$ cat src/rtl/tomasulo_pkg.sv
// Shared definitions for the Tomasulo core.
//   - Default configuration constants (depth, result width, register index width).
//   - rob_entry_t: reorder-buffer entry layout at the default widths.
//   - tag_width(): derives the tag width from the number of entries.
package tomasulo_pkg;

  localparam int DEF_DEPTH  = 8;
  localparam int DEF_DATA_W = 32;
  localparam int DEF_REG_W  = 5;

  // A single-entry buffer would still need a 1-bit tag port.
  function automatic int tag_width(input int depth);
    return (depth > 1) ? $clog2(depth) : 1;
  endfunction

  typedef struct packed {
    logic                  busy;
    logic                  done;
    logic [DEF_REG_W-1:0]  dest;
    logic [DEF_DATA_W-1:0] value;
  } rob_entry_t;

endpackage

$ cat src/rtl/rob_lookup_port.sv
// Combinational operand read port of the reorder buffer with CDB bypass.
// Ports:
//   tag          : entry being looked up
//   entry_busy/entry_done/entry_value : stored state of that entry
//   cdb_valid/cdb_tag/cdb_data        : current CDB broadcast
//   ready/data   : operand availability and value (zero when the entry is free)
module rob_lookup_port #(
  parameter int DATA_W = 32,
  parameter int TAG_W  = 3
) (
  input  logic [TAG_W-1:0]  tag,
  input  logic              entry_busy,
  input  logic              entry_done,
  input  logic [DATA_W-1:0] entry_value,
  input  logic              cdb_valid,
  input  logic [TAG_W-1:0]  cdb_tag,
  input  logic [DATA_W-1:0] cdb_data,
  output logic              ready,
  output logic [DATA_W-1:0] data
);

  logic bypass;

  always_comb begin
    bypass = cdb_valid && (cdb_tag == tag) && entry_busy;
    ready  = 1'b0;
    data   = '0;
    // A result on the CDB this cycle is forwarded before it is written,
    // so the reservation station does not miss it by one cycle.
    if (bypass) begin
      ready = 1'b1;
      data  = cdb_data;
    end else if (entry_busy) begin
      ready = entry_done;
      data  = entry_value;
    end
  end

endmodule

$ cat src/rtl/reorder_queue.sv
// Circular reorder buffer: allocates one entry per issued instruction,
// captures CDB results, forwards operands with bypass and retires strictly
// in program order to the register file.
// Ports:
//   clk, rst_n                  : clock, asynchronous active-low reset
//   alloc_valid/alloc_dest      : issue request and its destination register
//   alloc_ready/alloc_tag       : entry available / tag granted (tail)
//   cdb_valid/cdb_tag/cdb_data  : result broadcast
//   lookup_tag_{j,k}            : operand tags, answered by
//   lookup_ready_{j,k}/lookup_data_{j,k}
//   commit_retire/wen/idx/data/tag : registered retire pulse and payload
//   flush                       : synchronous discard of all entries
//   count/full/empty            : occupancy
//
// Allocate handshake: an entry is taken on a rising edge where
// alloc_valid && alloc_ready. alloc_ready depends only on registered state
// (never on alloc_valid), and alloc_tag is valid in the same cycle as the
// request. alloc_valid while !alloc_ready is dropped with no state change.
module reorder_queue import tomasulo_pkg::*; #(
  parameter int DEPTH  = DEF_DEPTH,
  parameter int DATA_W = DEF_DATA_W,
  parameter int REG_W  = DEF_REG_W,
  parameter int TAG_W  = tag_width(DEPTH)
) (
  input  logic              clk,
  input  logic              rst_n,
  input  logic              alloc_valid,
  input  logic [REG_W-1:0]  alloc_dest,
  output logic              alloc_ready,
  output logic [TAG_W-1:0]  alloc_tag,
  input  logic              cdb_valid,
  input  logic [TAG_W-1:0]  cdb_tag,
  input  logic [DATA_W-1:0] cdb_data,
  input  logic [TAG_W-1:0]  lookup_tag_j,
  input  logic [TAG_W-1:0]  lookup_tag_k,
  output logic              lookup_ready_j,
  output logic              lookup_ready_k,
  output logic [DATA_W-1:0] lookup_data_j,
  output logic [DATA_W-1:0] lookup_data_k,
  output logic              commit_retire,
  output logic              commit_wen,
  output logic [REG_W-1:0]  commit_idx,
  output logic [DATA_W-1:0] commit_data,
  output logic [TAG_W-1:0]  commit_tag,
  input  logic              flush,
  output logic [TAG_W:0]    count,
  output logic              full,
  output logic              empty
);

  // Same layout as rob_entry_t, sized by this instance's parameters.
  typedef struct packed {
    logic              busy;
    logic              done;
    logic [REG_W-1:0]  dest;
    logic [DATA_W-1:0] value;
  } entry_t;

  entry_t            entries [DEPTH];
  logic [TAG_W-1:0]  head;
  logic [TAG_W-1:0]  tail;
  logic [TAG_W:0]    count_q;

  logic alloc_fire;
  logic retire_fire;
  logic cdb_hit;

  // Occupancy flags come from the registered count, so a retire never
  // frees a slot for an allocation in the same cycle.
  assign full        = (count_q == (TAG_W+1)'(DEPTH));
  assign empty       = (count_q == '0);
  assign count       = count_q;
  assign alloc_ready = !full;
  assign alloc_tag   = tail;

  // Flush overrides every other update in its cycle.
  assign alloc_fire  = alloc_valid && alloc_ready && !flush;
  assign retire_fire = entries[head].busy && entries[head].done && !flush;
  // The tail entry is not busy before the edge, so a CDB aimed at it is
  // dropped here without special casing.
  assign cdb_hit     = cdb_valid && entries[cdb_tag].busy &&
                       !entries[cdb_tag].done && !flush;

  always_ff @(posedge clk or negedge rst_n) begin
    if (!rst_n) begin
      for (int i = 0; i < DEPTH; i++) begin
        entries[i] <= '0;
      end
    end else if (flush) begin
      for (int i = 0; i < DEPTH; i++) begin
        entries[i].busy <= 1'b0;
        entries[i].done <= 1'b0;
      end
    end else begin
      // cdb_hit requires !done and retire_fire requires done, and the tail
      // is never busy when an allocation happens, so these three updates
      // never touch the same entry.
      if (cdb_hit) begin
        entries[cdb_tag].done  <= 1'b1;
        entries[cdb_tag].value <= cdb_data;
      end
      if (retire_fire) begin
        entries[head].busy <= 1'b0;
        entries[head].done <= 1'b0;
      end
      if (alloc_fire) begin
        entries[tail].busy <= 1'b1;
        entries[tail].done <= 1'b0;
        entries[tail].dest <= alloc_dest;
      end
    end
  end

  // Pointers wrap naturally because DEPTH is a power of two.
  always_ff @(posedge clk or negedge rst_n) begin
    if (!rst_n) begin
      head    <= '0;
      tail    <= '0;
      count_q <= '0;
    end else if (flush) begin
      head    <= '0;
      tail    <= '0;
      count_q <= '0;
    end else begin
      if (alloc_fire) begin
        tail <= tail + 1'b1;
      end
      if (retire_fire) begin
        head <= head + 1'b1;
      end
      case ({alloc_fire, retire_fire})
        2'b10:   count_q <= count_q + 1'b1;
        2'b01:   count_q <= count_q - 1'b1;
        default: count_q <= count_q;
      endcase
    end
  end

  // Commit payload holds its last value between pulses; only the pulse and
  // write enable drop back to zero.
  always_ff @(posedge clk or negedge rst_n) begin
    if (!rst_n) begin
      commit_retire <= 1'b0;
      commit_wen    <= 1'b0;
      commit_idx    <= '0;
      commit_data   <= '0;
      commit_tag    <= '0;
    end else begin
      commit_retire <= retire_fire;
      commit_wen    <= retire_fire && (entries[head].dest != '0);
      if (retire_fire) begin
        commit_idx  <= entries[head].dest;
        commit_data <= entries[head].value;
        commit_tag  <= head;
      end
    end
  end

  rob_lookup_port #(
    .DATA_W (DATA_W),
    .TAG_W  (TAG_W)
  ) u_lookup_j (
    .tag         (lookup_tag_j),
    .entry_busy  (entries[lookup_tag_j].busy),
    .entry_done  (entries[lookup_tag_j].done),
    .entry_value (entries[lookup_tag_j].value),
    .cdb_valid   (cdb_valid),
    .cdb_tag     (cdb_tag),
    .cdb_data    (cdb_data),
    .ready       (lookup_ready_j),
    .data        (lookup_data_j)
  );

  rob_lookup_port #(
    .DATA_W (DATA_W),
    .TAG_W  (TAG_W)
  ) u_lookup_k (
    .tag         (lookup_tag_k),
    .entry_busy  (entries[lookup_tag_k].busy),
    .entry_done  (entries[lookup_tag_k].done),
    .entry_value (entries[lookup_tag_k].value),
    .cdb_valid   (cdb_valid),
    .cdb_tag     (cdb_tag),
    .cdb_data    (cdb_data),
    .ready       (lookup_ready_k),
    .data        (lookup_data_k)
  );

endmodule

$ cat config.mk
export PLATFORM = sky130hd
export DESIGN_NAME = reorder_queue
export DESIGN_NICKNAME = d
export VERILOG_FILES = /design/src/rtl/tomasulo_pkg.sv /design/src/rtl/rob_lookup_port.sv /design/src/rtl/reorder_queue.sv
export SDC_FILE = /design/constraint.sdc
export NUM_CORES = 1
export LEC_CHECK = 0
export CAP_MARGIN = 20
export CORE_MARGIN = 2
export CORE_UTILIZATION = 45
export DETAILED_ROUTE_END_ITERATION = 8
export HOLD_SLACK_MARGIN = 0.15
export PLACE_DENSITY = 0.62
export RECOVER_POWER = 25
export SLEW_MARGIN = 20
export SYNTH_ARGS = -nofsm -noshare
export SYNTH_HDL_FRONTEND = slang
export SYNTH_SLANG_ARGS = --single-unit
$ cat constraint.sdc
create_clock -name clk -period 4.15 [get_ports clk]
set_input_delay 0.6225 -clock clk [delete_from_list [all_inputs] [get_ports clk]]
set_output_delay 0.6225 -clock clk [all_outputs]
set_load 0.02 [all_outputs]
==> flow_metrics.env, run 1 <==
export IMPL_cts_tree="built"
export IMPL_cts_sinks=364
export IMPL_yosysTopAreaCell="dfrtp_1"
export IMPL_post_place_cells=2437
export IMPL_areaGrowthSynthToFinish_pct=17.00
export IMPL_crit_chain="clkdlybuf4s50_1 > xnor2_1 > nand4_1 > buf_12 > nor2_1 > a211oi_1 > clkdlybuf4s50_1"
export IMPL_worst_setup_path_type="in2out"
export IMPL_synthTopCellsByCount="dfrtp_1, mux2_4, mux2_2, nor2_1, mux4_2"
export IMPL_wl_per_cell_um=26.42
export IMPL_crit_top_cell="clkdlybuf4s50_1"
export IMPL_crit_required_ns=3.53
export IMPL_firstDrtPassIters=5
export IMPL_drv_cap=2
export IMPL_portBuffers=168
export IMPL_max_stage_delay_ns=0.71
export IMPL_overflow=0
export IMPL_post_cts_repair_setup_buffers=0
export IMPL_critPathMaxFanout=38
export IMPL_synth_distinct_cells=63
export IMPL_p_per_area_nw_per_um2=406.2
export IMPL_arrival_ns=3.12
export IMPL_drt_iter0_markers=1181
export IMPL_min_period_ns=3.738
export IMPL_vdd_drop_max_v=0.0002544
export IMPL_p_leak_nw=11.66
export IMPL_ios=169
export IMPL_start_util_pct=45.83
export IMPL_synth_nets=1781
export IMPL_skew_ns=0.01474
export IMPL_reg2reg_from="head[2]$_DFFE_PN0P_"
export IMPL_synth_most_common_cell="dfrtp_1"
export IMPL_rsz0062_at_grt="false"
export IMPL_core_sq_um=49150
export IMPL_syn_area_per_cell_sq_um=13.05
export IMPL_cts_buffer_depth=3
export IMPL_start_kind="input port"
export IMPL_synth_edf_count=0
export IMPL_finalCritPeriodShare_pct=90.06
export IMPL_slew_headroom_pct=-68.33
export IMPL_synth_seq_cells=364
export IMPL_clk_latency_ns=0.58
export IMPL_row_count=81
export IMPL_synthArstFlopShare_pct=100.0
export IMPL_die_y_um=227.7
export IMPL_tns_ns=0
export IMPL_hp_class="in2async"
export IMPL_drv_slew=125
export IMPL_die_w_um=227.7
export IMPL_grt_pass1_vias=16240
export IMPL_nNetsFinal=1874
export IMPL_grt_pass1_wl_mm=102.7
export IMPL_synthCells=1726
export IMPL_crit_slowest_cell="clkdlybuf4s50_1"
export IMPL_design_die_area_sq_um=51870
export IMPL_hold_viol=0
export IMPL_yosysWarningCount=0
export IMPL_hpwl_mm=40.44
export IMPL_wl_mm=66.45
export IMPL_cts_resized=0
export IMPL_fmax_mhz=267.6
export IMPL_cp_end_kind="primary output"
export IMPL_viasPerCell=6.175
export IMPL_status="finished, violations left"
export IMPL_gp_congestion=0.8517
export IMPL_seq_area_frac_synth_pct=40.43
export IMPL_synth_main_ff_cell="dfrtp_1"
export IMPL_ant_nets=0
export IMPL_post_route_cells_drive_above_1_share_pct=36.22
export IMPL_setup_viol=0
export IMPL_clk_pin_slew_ns=0.06
export IMPL_track_usage_pct=25.66
export IMPL_clockRootBuffer="clkbuf_16"
export IMPL_num_vias=15530
export IMPL_drc=0
export IMPL_synth_top_cell_area_share_pct=40.43
export IMPL_syn_area_sq_um=22530
export IMPL_grt_antenna_before_repair=2
export IMPL_crit_start="cdb_tag[0]"
export IMPL_violations="max-capacitance violations, max-slew violations"
export IMPL_synth_area_leaders="dfrtp_1, mux4_2, mux2_4"
export IMPL_worstMarginPinSlew_ns=2.525
export IMPL_reg2reg_depth=8
export IMPL_ctsHtreeMaxLevel=2
export IMPL_grt_max_degree=124
export IMPL_fin_cells=2515
export IMPL_cts_hold_buf=0
export IMPL_numCtsBuffers=44
-- critical path, delay by kind of cell --
| kind | cells | cell delay (ns) |
|---|---|---|
| simple gates | 2 | 0.24 |
| buf+inv | 3 | 1.60 |
| xor+xnor | 1 | 0.12 |
| compound gates | 1 | 0.51 |
-- state kept, by name, summed over array words and instances (netlist names), 3 cells and up --
name	flops
alloc_tag	3
entries	312
head	3
commit_tag	3
commit_data	32
count	4
commit_idx	5
-- cells in the final DEF, fill, tap and decap left out, types with 42 or more instances in the layout --
master / netlist / routed
mux2_4: 204 / 204
nor2_1: 152 / 151
buf_4: 3 / 42
mux4_2: 140 / 140
mux2_2: 163 / 163
a211oi_1: 65 / 65
dfrtp_1: 364 / 361
clkbuf_16: 0 / 45
a21oi_1: 125 / 125
clkdlybuf4s50_1: 0 / 161
mux2i_1: 119 / 117
-- metrics by stage --
step | power [mW] | hold WS (ns) | instance area [sq um] | utilization [%] | worst slack, ns
after floorplan | 5.914 | 0.3269 | 22530 | - | 1.113
after global placement | 6.481 | 0.4686 | 24830 | 50.51 | 0.4724
after detailed placement | 6.544 | 0.4786 | 24830 | 50.51 | 0.4617
after CTS | 10.77 | 0.2111 | 26390 | 53.68 | 0.4565
after global routing | 11.13 | 0.2379 | 26360 | 53.62 | 0.2472
final | 10.71 | 0.1572 | 26360 | 53.62 | 0.4124
-- path summary, 6_finish.rpt --
check,end,slack (ns)
worst min register to register,entries[35]$_DFFE_PN0P_,0.49
worst max register to register,count[3]$_DFFE_PN0P_,0.82
worst min-delay path,entries[75]$_DFFE_PN0P_,0.16
min in group clk,entries[35]$_DFFE_PN0P_,0.49
max in group asynchronous,commit_data[9]$_DFFE_PN0N_,0.88
worst max-delay path,lookup_data_j[10],0.41
-- kinds of logic (layout without fill, tap and decap cells) --
logic type | count (synthesis) | in the layout | synth area share (%)
adders and majority gates | 4 | 4 | 0.2222
and+or+nand+nor | 229 | 229 | 4.977
AOI/OAI and AO/OA | 297 | 297 | 8.348
xor gates and xnor gates | 11 | 11 | 0.4277
DFF | 364 | 364 | 40.43
buffers and inverters | 190 | 314 | 4.315
muxes | 631 | 631 | 41.28
other | 0 | 1 | 0
-- power breakdown --
| part | switching (mW) | total [mW] | internal [mW] | leakage (nW) |
|---|---|---|---|---|
| Clock | 1.58 | 4.21 | 2.63 | 0.771 |
| Sequential | 0.456 | 4.48 | 4.03 | 4.78 |
| Combinational | 0.781 | 2.01 | 1.23 | 6.11 |
| Total | 2.82 | 10.7 | 7.89 | 11.7 |
-- area by class of cell --
type | instances | area, sq um
fill | 4084 | 22800
multi-input combinational | 1172 | 12490
sequential | 364 | 9117
timing repair buffer | 226 | 2312
clock buffer | 60 | 1272
tap | 664 | 830.8
clock inverter | 17 | 287.8
inverter | 11 | 41.29
antenna | 1 | 2.502
-- per-layer routing --
metal | part of all wire [%] | vias to the layer above | global-route usage (%) | wire length, um
met2 | 47 | 573 | 40.97 | 31280
li1 | - | 6720 | - | -
met5 | 0.027 | - | 0 | 18
met3 | 6.4 | 140 | 4.670 | 4248
met4 | 3.5 | 4 | 9.848 | 2324
met1 | 43 | 8094 | 34.89 | 28580
Note: power is estimated with default switching activity, not from simulation.
==> inputs of run 2 (changes only) <==
Settings changed: PLACE_DENSITY 0.62 to unset, PLACE_DENSITY_LB_ADDON set to 0.15.
==> run 2 against run 1 <==
The flow still finishes with violations (max-capacitance violations, max-slew violations). Cell count decreased by 0.12%. First-iteration DRC count increased by 15%. Sequential cell count stayed put. Die area stayed put. Global-route usage fell by 0.16 points. Final area fell by 0.99%. Largest cell class unchanged. Hold slack improved by 0.34 ns. Power fell by 4.4%. Sequential share of layout area up 0.35 points. Non-clock buffer count up 4.
==> flow_metrics.env, run 2 (same netlist as run 1, synthesis figures left out) <==
export IMPL_antenna_cells=0
export IMPL_cts_sinks=364
export IMPL_critPathMaxFanout=38
export IMPL_final_common_cell="dfrtp_1"
export IMPL_fin_ws_ns=0.2141
export IMPL_wl_mm=65.87
export IMPL_cts_buffer_depth=3
export IMPL_fin_util_pct=53.09
export IMPL_row_count=81
export IMPL_start_util_pct=45.83
export IMPL_p_per_area_nw_per_um2=392.1
export IMPL_track_usage_pct=25.50
export IMPL_min_period_ns=3.936
export IMPL_drt_iter0_markers=1356
export IMPL_whs_ns=0.4927
export IMPL_grt_antenna_before_repair=1
export IMPL_hp_class="reg2reg"
export IMPL_violations="max-capacitance violations, max-slew violations"
export IMPL_vdd_drop_max_v=0.0002648
export IMPL_fin_cells=2512
export IMPL_areaGrowthSynthToFinish_pct=15.84
export IMPL_ant_nets=0
export IMPL_status="finished, violations left"
export IMPL_firstDrtPassIters=5
export IMPL_setup_viol=0
export IMPL_portBuffers=168
export IMPL_rsz0062_at_grt="false"
export IMPL_clockRootBuffer="clkbuf_16"
export IMPL_top_regs="entries: 312 flops, commit_data: 32 flops, commit_idx: 5 flops"
export IMPL_finalCritPeriodShare_pct=94.84
export IMPL_wl_per_cell_um=26.22
export IMPL_num_vias=15430
export IMPL_drv_cap=1
export IMPL_p_leak_nw=11.52
export IMPL_viasPerCell=6.144
export IMPL_grt_max_degree=103
export IMPL_fmax_mhz=254.1
export IMPL_placed_cell_area_sq_um=24760
export IMPL_largest_reg_flops=312
export IMPL_crit_required_ns=3.53
export IMPL_grt_pass1_wl_mm=101.9
export IMPL_arrival_ns=3.31
export IMPL_worstMarginPinSlew_ns=1.624
export IMPL_grt_pass1_vias=16110
export IMPL_post_place_cells=2440
export IMPL_clk_latency_ns=0.58
export IMPL_cp_end_kind="primary output"
export IMPL_overflow=0
export IMPL_slew_headroom_pct=-8.299
export IMPL_tns_ns=0
export IMPL_stdcell_area_sq_um=26100
export IMPL_drc=0
export IMPL_skew_ns=0.01355
export IMPL_start_kind="input port"
export IMPL_total_power_mw=10.23
export IMPL_final_cell_mix="dfrtp_1, mux2_4, mux2_2"
export IMPL_place_ws_ns=0.1516
export IMPL_die_w_um=227.7
export IMPL_ctsHtreeMaxLevel=2
export IMPL_nNetsFinal=1877
export IMPL_worst_setup_path_type="in2out"
export IMPL_regMostFlops="entries"
export IMPL_gp_congestion=0.8497
export IMPL_die_y_um=227.7
export IMPL_clk_pin_slew_ns=0.06
export IMPL_core_sq_um=49150
export IMPL_post_cts_repair_setup_buffers=0
export IMPL_cts_tree="built"
export IMPL_numCtsBuffers=43
export IMPL_design_die_area_sq_um=51870
export IMPL_fill_cells=4189
export IMPL_post_route_cells_drive_above_1_share_pct=35.82
export IMPL_ios=169
export IMPL_hpwl_mm=40.77
export IMPL_hold_viol=0
export IMPL_drv_slew=63
## run 2: cell types whose count changed in the layout (fill, tap and decap cells not counted), sizes merged
cell,previous run,this run
diode,1,0
bufinv,8,2
dlygate4sd3,0,1
dlymetal6s4s,1,0
clkinvlp,1,0
buf,61,66
clkbuf,63,67
clkinv,9,5
## run 2: cell type report
| type | instances | area (sq um) | share of cell area, % |
|---|---|---|---|
| repair buffers | 230 | 2268 | 8.693 |
| well taps | 664 | 830.8 | 3.184 |
| clock buffers | 65 | 1260 | 4.828 |
| clock inverters | 6 | 95.09 | 0.3644 |
| flip-flops and latches | 364 | 9117 | 34.94 |
| inverters | 11 | 41.29 | 0.1582 |
| multi-input cells | 1172 | 12480 | 47.84 |
## run 2: path summary, 6_finish.rpt
path / startpoint / to / slack, ns / cells past startpoint
setup / recovery: cdb_tag[2] / lookup_data_j[10] / 0.21 / 7
hold / removal: entries[33]$_DFFE_PN0P_ / entries[33]$_DFFE_PN0P_ / 0.49 / 1
setup reg to reg: count[1]$_DFFE_PN0P_ / count[3]$_DFFE_PN0P_ / 1.20 / 7
hold reg to reg: entries[33]$_DFFE_PN0P_ / entries[33]$_DFFE_PN0P_ / 0.49 / 1
max in group asynchronous: rst_n / entries[82]$_DFFE_PN0P_ / 1.32 / 3
min in group asynchronous: rst_n / commit_retire$_DFF_PN0_ / 0.68 / 2
## run 2: routing by layer
layer / vias up / part of all wire [%] / global-route usage, % / wire [um]
met5: - / 0.012 / 0 / 8
met4: 2 / 3.5 / 9.786 / 2286
met3: 124 / 5.9 / 4.133 / 3879
met2: 529 / 47 / 41.21 / 31050
met1: 8066 / 43 / 34.59 / 28640
li1: 6713 / - / - / -
## run 2: critical path, cell delays in order
cell and delay [ns]:
clkdlybuf4s50_1 0.76, xnor2_1 0.13, nand4_1 0.20, buf_6 0.35, nor2_1 0.07, a211oi_1 0.44
clkdlybuf4s50_1 0.72
## run 2: what timing repair did
item                                    in CTS  in global routing
hold endpoints to repair                     9                  0
endpoints found under the setup margin       0                  1
hold buffers                                 1                  0
gates resized for setup                      0                  1
## run 2: power by group
group          internal [mW]  total [mW]  switching (mW)
registers               4.03        4.48           0.454
clock network           2.20        3.73            1.52
logic                   1.23        2.02           0.793
total                   7.46        10.2            2.77
==> inputs of run 3 (changes only) <==
Settings changed: CAP_MARGIN 20 to 0, REMOVE_ABC_BUFFERS set to 1.
==> run 3 against run 2 <==
The flow still finishes with violations (max-capacitance violations, max-slew violations). Die area unchanged. Setup slack improved by 0.048 ns. Cell count up 0.72%. Critical path depth did not move. Combinational power is essentially flat. Via count rose by 0.44%. Non-clock buffer count rose by 9. Count of clock-buffer cells in the layout shrank 6. Largest cell class unchanged.
==> flow_metrics.env, run 3 (same netlist as run 1, synthesis figures left out) <==
export IMPL_status="finished, violations left"
export IMPL_violations="max-capacitance violations, max-slew violations"
export IMPL_design_die_area_sq_um=51870
export IMPL_min_period_ns=3.888
export IMPL_drc=0
export IMPL_slew_headroom_pct=-43.59
export IMPL_fmax_mhz=257.2
export IMPL_gp_congestion=0.8595
export IMPL_grt_pass1_vias=15730
export IMPL_whs_ns=0.4918
export IMPL_fin_util_pct=53.65
export IMPL_overflow=0
export IMPL_post_cts_repair_setup_buffers=0
export IMPL_portBuffers=168
export IMPL_crit_required_ns=3.53
export IMPL_p_per_area_nw_per_um2=394.0
export IMPL_ant_nets=0
export IMPL_arrival_ns=3.27
export IMPL_reg2reg_depth=8
export IMPL_setup_viol=0
export IMPL_regMostFlops="entries"
export IMPL_p_leak_nw=11.66
export IMPL_hp_class="reg2reg"
export IMPL_wl_mm=66.94
export IMPL_whs_path_depth=1
export IMPL_ios=169
export IMPL_grt_pass1_wl_mm=101.7
export IMPL_fin_ws_ns=0.2619
export IMPL_stdcell_area_sq_um=26370
export IMPL_grt_antenna_before_repair=7
export IMPL_place_ws_ns=0.07454
export IMPL_drv_slew=76
export IMPL_top_regs="entries: 312 flops, commit_data: 32 flops, commit_idx: 5 flops"
export IMPL_ctsHtreeMaxLevel=2
export IMPL_firstDrtPassIters=5
export IMPL_die_w_um=227.7
export IMPL_num_vias=15500
export IMPL_start_util_pct=45.83
export IMPL_worst_setup_path_type="in2out"
export IMPL_finalCritPeriodShare_pct=93.69
export IMPL_critPathMaxFanout=41
export IMPL_rsz0062_at_grt="false"
export IMPL_viasPerCell=6.127
export IMPL_clk_latency_ns=0.57
export IMPL_final_cell_mix="dfrtp_1, mux2_4, mux2_2"
export IMPL_start_kind="input port"
export IMPL_hpwl_mm=41.87
export IMPL_largest_reg_flops=312
export IMPL_hold_viol=0
export IMPL_track_usage_pct=25.63
export IMPL_wl_per_cell_um=26.46
export IMPL_drt_iter0_markers=1231
export IMPL_die_y_um=227.7
export IMPL_clockRootBuffer="clkbuf_16"
export IMPL_total_power_mw=10.39
export IMPL_post_route_cells_drive_above_1_share_pct=36.73
export IMPL_cts_sinks=364
export IMPL_skew_ns=0.01359
export IMPL_cp_end_kind="primary output"
export IMPL_cts_buffer_depth=3
export IMPL_post_place_cells=2449
export IMPL_core_sq_um=49150
export IMPL_nNetsFinal=1886
export IMPL_placed_cell_area_sq_um=24950
export IMPL_final_common_cell="dfrtp_1"
export IMPL_cts_tree="built"
export IMPL_row_count=81
export IMPL_clk_pin_slew_ns=0.06
export IMPL_vdd_drop_max_v=0.0003429
export IMPL_grt_max_degree=102
export IMPL_drv_cap=1
export IMPL_tns_ns=0
export IMPL_worstMarginPinSlew_ns=2.154
export IMPL_numCtsBuffers=43
export IMPL_areaGrowthSynthToFinish_pct=17.05
export IMPL_fin_cells=2530
## run 3: changes by cell type in the layout (fill, tap and decap cells not counted), sizes merged
cell	delta
buf	+5
bufinv	+2
clkbuf	-2
clkinv	+6
clkinvlp	+2
diode	+4
inv	+1
## run 3: layer usage
layer / vias to the layer above / share of wire [%] / global-route usage [%]
met2: 504 / 46 / 39.95
met3: 137 / 6.4 / 4.895
met4: 8 / 2.8 / 7.689
met5: - / 0.079 / 0
met1: 8111 / 44 / 36.41
li1: 6742 / - / -
## run 3: repair_timing
item | 4_1_cts | 5_1_grt
gates resized for setup | 0 | 1
endpoints found under the setup margin | 0 | 1
endpoints found under the hold margin | 70 | 0
hold buffers | 1 | 0
## run 3: worst max-delay path, stage by stage
cell and delay [ns]:
clkdlybuf4s50_1 0.77, xnor2_1 0.14, nand4_1 0.22, buf_12 0.27, nor2_1 0.06, a211oi_1 0.45, clkdlybuf4s50_1 0.70
## run 3: area by class of cell
| type | instances | area, sq um |
|---|---|---|
| Antenna cell | 4 | 10.01 |
| Clock buffer | 59 | 1236 |
| Clock inverter | 17 | 193.9 |
| Fill cell | 4132 | 22780 |
| Inverter | 11 | 41.29 |
| Multi-Input combinational cell | 1172 | 12500 |
| Sequential cell | 364 | 9117 |
| Tap cell | 664 | 830.8 |
| Timing Repair Buffer | 239 | 2441 |
## run 3: power by group
| part | internal (mW) | switching [mW] | total (mW) |
|---|---|---|---|
| Sequential | 4.03 | 0.463 | 4.49 |
| Combinational | 1.23 | 0.782 | 2.01 |
| Clock | 2.33 | 1.56 | 3.89 |
## run 3: worst paths after layout
check / start / end / slack, ns
worst min register to register: entries[32]$_DFFE_PN0P_ / entries[32]$_DFFE_PN0P_ / 0.49
worst max register to register: head[1]$_DFFE_PN0P_ / count[3]$_DFFE_PN0P_ / 1.05
worst max-delay path: cdb_tag[2] / lookup_data_k[12] / 0.26
max in group asynchronous: rst_n / entries[183]$_DFFE_PN0P_ / 0.78
min in group asynchronous: rst_n / entries[94]$_DFFE_PN0P_ / 1.22
worst min-delay path: entries[32]$_DFFE_PN0P_ / entries[32]$_DFFE_PN0P_ / 0.49
